`src/rtl/sd_spi_pkg.sv`:
```
// Shared definitions for the SD card SPI path: byte-engine FSM encoding,
// default SCLK dividers and the idle bus byte.
package sd_spi_pkg;

    typedef enum logic [1:0] {
        ST_IDLE = 2'd0,
        ST_LOW  = 2'd1,
        ST_HIGH = 2'd2,
        ST_DONE = 2'd3
    } spi_state_t;

    localparam int SD_DIV_SLOW = 63;
    localparam int SD_DIV_FAST = 3;

    localparam logic [7:0] SD_IDLE_BYTE = 8'hFF;

endpackage

```
`src/rtl/spi_sync2.sv`:
```
// Two-flop synchronizer for a single asynchronous input bit (MISO, card-detect).
module spi_sync2 (
    input  logic clk,
    input  logic rst,
    input  logic d,
    output logic q
);

    logic meta;

    always_ff @(posedge clk or negedge rst) begin
        if (!rst) begin
            meta <= 1'b0;
            q    <= 1'b0;
        end else begin
            meta <= d;
            q    <= meta;
        end
    end

endmodule

```
`src/rtl/spi_byte_engine.sv`:
```
// SPI mode-0 master byte transceiver: shifts one byte out MSB-first while capturing
// MISO, with a selectable SCLK divider and a registered chip-select.
module spi_byte_engine
    import sd_spi_pkg::*;
#(
    parameter int DIV_SLOW = SD_DIV_SLOW,
    parameter int DIV_FAST = SD_DIV_FAST
) (
    input  logic       clk,
    input  logic       rst,
    input  logic       start,
    input  logic [7:0] in,
    input  logic       fast,
    input  logic       csz,
    output logic [7:0] out,
    output logic       ready,
    output logic       busy,
    output logic       sclk,
    output logic       mosi,
    input  logic       miso,
    output logic       cs_n
);

    localparam int DIV_MAX = (DIV_SLOW > DIV_FAST) ? DIV_SLOW : DIV_FAST;
    localparam int PW      = $clog2(DIV_MAX + 1);

    localparam logic [PW-1:0] H_SLOW = PW'(DIV_SLOW);
    localparam logic [PW-1:0] H_FAST = PW'(DIV_FAST);

    spi_state_t    state, state_n;
    logic [PW-1:0] half, half_n;
    logic [PW-1:0] phase, phase_n;
    logic [2:0]    bits, bits_n;
    logic [7:0]    shift, shift_n;
    logic [7:0]    out_n;
    logic          miso_sync;

    spi_sync2 u_miso_sync (
        .clk (clk),
        .rst (rst),
        .d   (miso),
        .q   (miso_sync)
    );

    always_comb begin
        // NOTE: every variable gets a default first so no path infers a latch.
        state_n = state;
        half_n  = half;
        phase_n = phase;
        bits_n  = bits;
        shift_n = shift;
        out_n   = out;

        unique case (state)
            ST_IDLE: begin
                if (start) begin
                    shift_n = in;
                    half_n  = fast ? H_FAST : H_SLOW;
                    phase_n = half_n - 1'b1;
                    bits_n  = 3'd7;
                    state_n = ST_LOW;
                end
            end
            ST_LOW: begin
                if (phase == '0) begin
                    phase_n = half - 1'b1;
                    state_n = ST_HIGH;
                end else begin
                    phase_n = phase - 1'b1;
                end
            end
            ST_HIGH: begin
                if (phase == '0) begin
                    // Sample MISO only at the very end of the high phase so the
                    // synchronizer delay is absorbed inside the half-period.
                    shift_n = {shift[6:0], miso_sync};
                    if (bits == 3'd0) begin
                        out_n   = shift_n;
                        phase_n = '0;
                        state_n = ST_DONE;
                    end else begin
                        bits_n  = bits - 1'b1;
                        phase_n = half - 1'b1;
                        state_n = ST_LOW;
                    end
                end else begin
                    phase_n = phase - 1'b1;
                end
            end
            ST_DONE: begin
                state_n = ST_IDLE;
            end
            default: state_n = ST_IDLE;
        endcase
    end

    // Pin-facing outputs are registered from next-state so SCLK/MOSI never glitch.
    always_ff @(posedge clk or negedge rst) begin
        if (!rst) begin
            // NOTE: sequential state uses non-blocking assignments only.
            state <= ST_IDLE;
            half  <= '0;
            phase <= '0;
            bits  <= '0;
            shift <= '0;
            out   <= '0;
            ready <= 1'b0;
            busy  <= 1'b0;
            sclk  <= 1'b0;
            mosi  <= 1'b1;
            cs_n  <= 1'b1;
        end else begin
            state <= state_n;
            half  <= half_n;
            phase <= phase_n;
            bits  <= bits_n;
            shift <= shift_n;
            out   <= out_n;
            ready <= (state_n == ST_DONE);
            busy  <= (state_n != ST_IDLE);
            sclk  <= (state_n == ST_HIGH);
            mosi  <= (state_n == ST_LOW || state_n == ST_HIGH) ? shift_n[7] : SD_IDLE_BYTE[7];
            cs_n  <= csz;
        end
    end

endmodule

```
`config.mk`:
```
export PLATFORM = sky130hd
export DESIGN_NAME = spi_byte_engine
export DESIGN_NICKNAME = d
export VERILOG_FILES = /design/src/rtl/sd_spi_pkg.sv /design/src/rtl/spi_sync2.sv /design/src/rtl/spi_byte_engine.sv
export SDC_FILE = /design/constraint.sdc
export NUM_CORES = 1
export LEC_CHECK = 0
export CORE_UTILIZATION = 33
export CTS_BUF_LIST = sky130_fd_sc_hd__clkbuf_8
export DETAILED_ROUTE_END_ITERATION = 8
export MAX_ROUTING_LAYER = met4
export PLACE_DENSITY = 0.55
export SYNTH_ARGS = -nofsm -noshare
export SYNTH_HDL_FRONTEND = slang
export SYNTH_HIERARCHICAL = 1
export SYNTH_SLANG_ARGS = --single-unit
```
`constraint.sdc`:
```
create_clock -name clk -period 2.4 [get_ports clk]
set_input_delay 0.36 -clock clk [delete_from_list [all_inputs] [get_ports clk]]
set_output_delay 0.36 -clock clk [all_outputs]
set_load 0.01 [all_outputs]
```
==> out/metrics.cfg <==
[critical_path]
critPathLaunchType = flip-flop
slowest_stage = dfrtp_1
slowest_delay_ps = 420
critPathLaunch = phase[0]
cp_cell_sequence = inv_1 -> ha_1 -> nor3b_4 -> nand2_2 -> o21a_1 -> a221oi_2 -> ha_1 -> nand3b_1
r2r-start = phase[0]
path_buf_inv = 1
cp_common_cell = ha_1
r2r_end = mosi
cp-end-kind = flip-flop
r2r_setup_slack_ps = 140
crit_path_end = mosi
arrival_ps = 2470
path_depth = 8
crit_fanout = 6
critical_path.top_delay_family = simple AND/OR/NAND/NOR gates
crit_type = flip-flop to flip-flop
r2r_cells = 8
worstPathRequired_ps = 2620

[route]
avgViaCountPerCell = 5.308
ant_nets = 0
drc = 0
totalWireLength_um = 4183
routed-via-count = 1465
drt-wirelength-per-cell_um = 15.16
drtIter0Drc = 133
first_pass_iters = 4

[synth]
synth.cell_area_mm2 = 0.001874
synth_cell_types = 44
yosys_warnings = 6
async_flop_share_pct = 100.0
synthCells = 168
syn_nets = 193
yosys.area_share.simple_pct = 12.42
synth_top_family_by_area = compound AO/OA/AOI/OAI gates
synth-seq-cells = 36
synth-xor-area-share_pct = 0
synth_compound_area_share_pct = 18.56
synth-adder-area-share_pct = 7.343
synth_mux_area_share_pct = 10.21
synth_top_flop_cell = dfrtp_1
seq_area_frac_synth_pct = 48.20
synth_edf_count = 0
syn_avg_cell_area_um2 = 11.16

[timing]
relSlewSlack_pct = 68.20
layout_min_cycle_time_ps = 2256
slew_violations = 0
fmax_mhz = 443.3
fin_tns_setup_ps = 0
rsz0062_at_grt = false
hold_violations = 0
setup_ws_ps = 144.4
fin_crit_sh_pct = 93.98
finalSetupViolCount = 0
finalClockSkew_ps = 7.315
tightest_slew_ps = 475.5

[global_routing]
grt_pass1_wl_um = 7017
grt_max_degree = 37
track_usage_pct = 15.46
antenna_found_initial = 0
first_global_vias = 1469
grt_overflow = 0

[power_and_ir_drop]
swShare_pct = 38.62
switchingPower_uw = 991.1
pwr-share-clk_pct = 20.6
seqPwrFrac_pct = 34.7
power.leakage_nw = 1.073
pwr-share-comb_pct = 44.6
p_int_mw = 1.575
irDropWorstVdd_uv = 450.0
power.density_mw_per_mm2 = 1082

[clock_network]
cts_num_sinks = 36
cts_root_buf = clkbuf_8
cts_buffers = 5
cts_tree = built
postCtsHoldBufs = 0
ctsLongestPathBuffers = 2
cts_max_level = 2
clk-insertion-delay-late_ps = 290
path_clk_slew_ps = 80

[finish]
drive_gt1_share_pct = 20.10
final_common_cell = dfrtp_1
final_cell_mix = 34 x dfrtp_1, 26 x clkdlybuf4s50_1, 17 x mux2_2, 12 x inv_1
antenna_cells = 0
layout.nets = 228
syn2layout_area_growth_pct = 26.50

[place]
dpl.hpwl_um = 2909
io_buffers = 26
pre_cts_ws_ps = 42.29
routabilityCongestion = 0.8970

[floorplanning]
die_w_um = 77.37
dieArea_mm2 = 0.005985
die_y_um = 77.37
start_util_pct = 34.04
fp.coreArea_mm2 = 0.005507
rows = 27
ioPinCount = 27

[job]
max_cap_violations = 0

[outcome]
status = complete, no violations

[min_path]
hold_path.class = flip-flop to flip-flop

-- metal layers --
metal | track usage, % | up-vias | share of wire (%)
li1 | - | 690 | -
met1 | 19.26 | 715 | 46
met2 | 24.69 | 51 | 47
met3 | 3.294 | 9 | 4.9
met4 | 5.660 | 0 | 1.3
met5 | - | - | 0
-- sequential cells by signal, indices dropped and copies added (netlist names), 2 cells and up --
signal  cells
shift       8
phase       6
bits        3
state       2
half        2
out         8
-- logic make-up after synthesis --
group	Yosys count
buf+inv	16
flops	36
fa+ha+maj	11
compound gates	49
simple gates	39
mux	17
-- synthesized netlist by cell type (all sizes together) (2+ instances only) --
library cell / count / share of area, %
dfstp: 2 / 2.8
nand3b: 2 / 0.80
nand2b: 2 / 0.67
inv: 11 / 2.2
nand2: 6 / 1.3
o21a: 2 / 0.80
a31oi: 2 / 0.67
and2: 2 / 0.67
a32o: 7 / 3.7
o21ai: 13 / 3.7
nor2: 10 / 2.0
a221oi: 2 / 0.93
ha: 11 / 7.3
a21o: 2 / 0.80
a21oi: 9 / 2.4
nand3: 3 / 0.80
or4b: 2 / 1.1
mux2: 17 / 10
dfrtp: 34 / 45
nor3: 4 / 1.7
o211ai: 2 / 1.1
clkbuf: 4 / 0.80
nor4: 2 / 0.67
and3: 2 / 0.67
-- layout make-up --
| type | instances | area [um2] |
|---|---|---|
| fillers | 521 | 3136 |
| multi-input cells | 116 | 915.9 |
| flip-flops and latches | 36 | 903.4 |
| repair buffers | 33 | 312.8 |
| well taps | 72 | 90.09 |
| clock buffers | 5 | 68.82 |
| inverters | 11 | 41.29 |
| clock inverters | 3 | 38.79 |
-- worst register-to-register path, delay by kind of cell, from the launching register on --
kind	cells	cell delay, ps
compound gates	2	480
buf+inv	1	70
simple gates	3	670
fa+ha+maj	2	560
flops	1	420
-- worst min path at each step --
stage | from | endpoint | slack [ps] | depth (start not counted)
after floorplan | rst | bits[0] | 60 | 0
after global placement | u_miso_sync/meta | u_miso_sync/q | 330 | 0
after detailed placement | u_miso_sync/meta | u_miso_sync/q | 330 | 0
after CTS | u_miso_sync/meta | u_miso_sync/q | 350 | 0
after global routing | u_miso_sync/meta | u_miso_sync/q | 360 | 0
final | u_miso_sync/meta | u_miso_sync/q | 350 | 0
-- metrics by stage --
step	hold slack (ps)	cell area (um2)	total power [mW]	util, %	std cells
finish	350.5	2371	2.566	43.06	276
global route	359.6	2371	2.765	43.06	276
CTS	352.3	2357	2.556	42.81	275
detailed placement	334.7	2250	2.013	40.85	267
global placement	334.4	2250	1.992	40.85	267
floorplan	64.41	1874	1.676	-	168
-- power by group through the flow --
stage	logic (mW)	registers (mW)	clock network [mW]
floorplan	0.802	0.874	0
global placement	1.10	0.895	0
detailed placement	1.11	0.901	0
CTS	1.12	0.890	0.547
global route	1.28	0.918	0.569
finish	1.15	0.891	0.530
-- timing repair --
action	4_1_cts	5_1_grt
setup endpoints to repair	0	5
buffers inserted	0	1
resized for setup	0	1
Note: power is estimated with default switching activity, not from simulation.
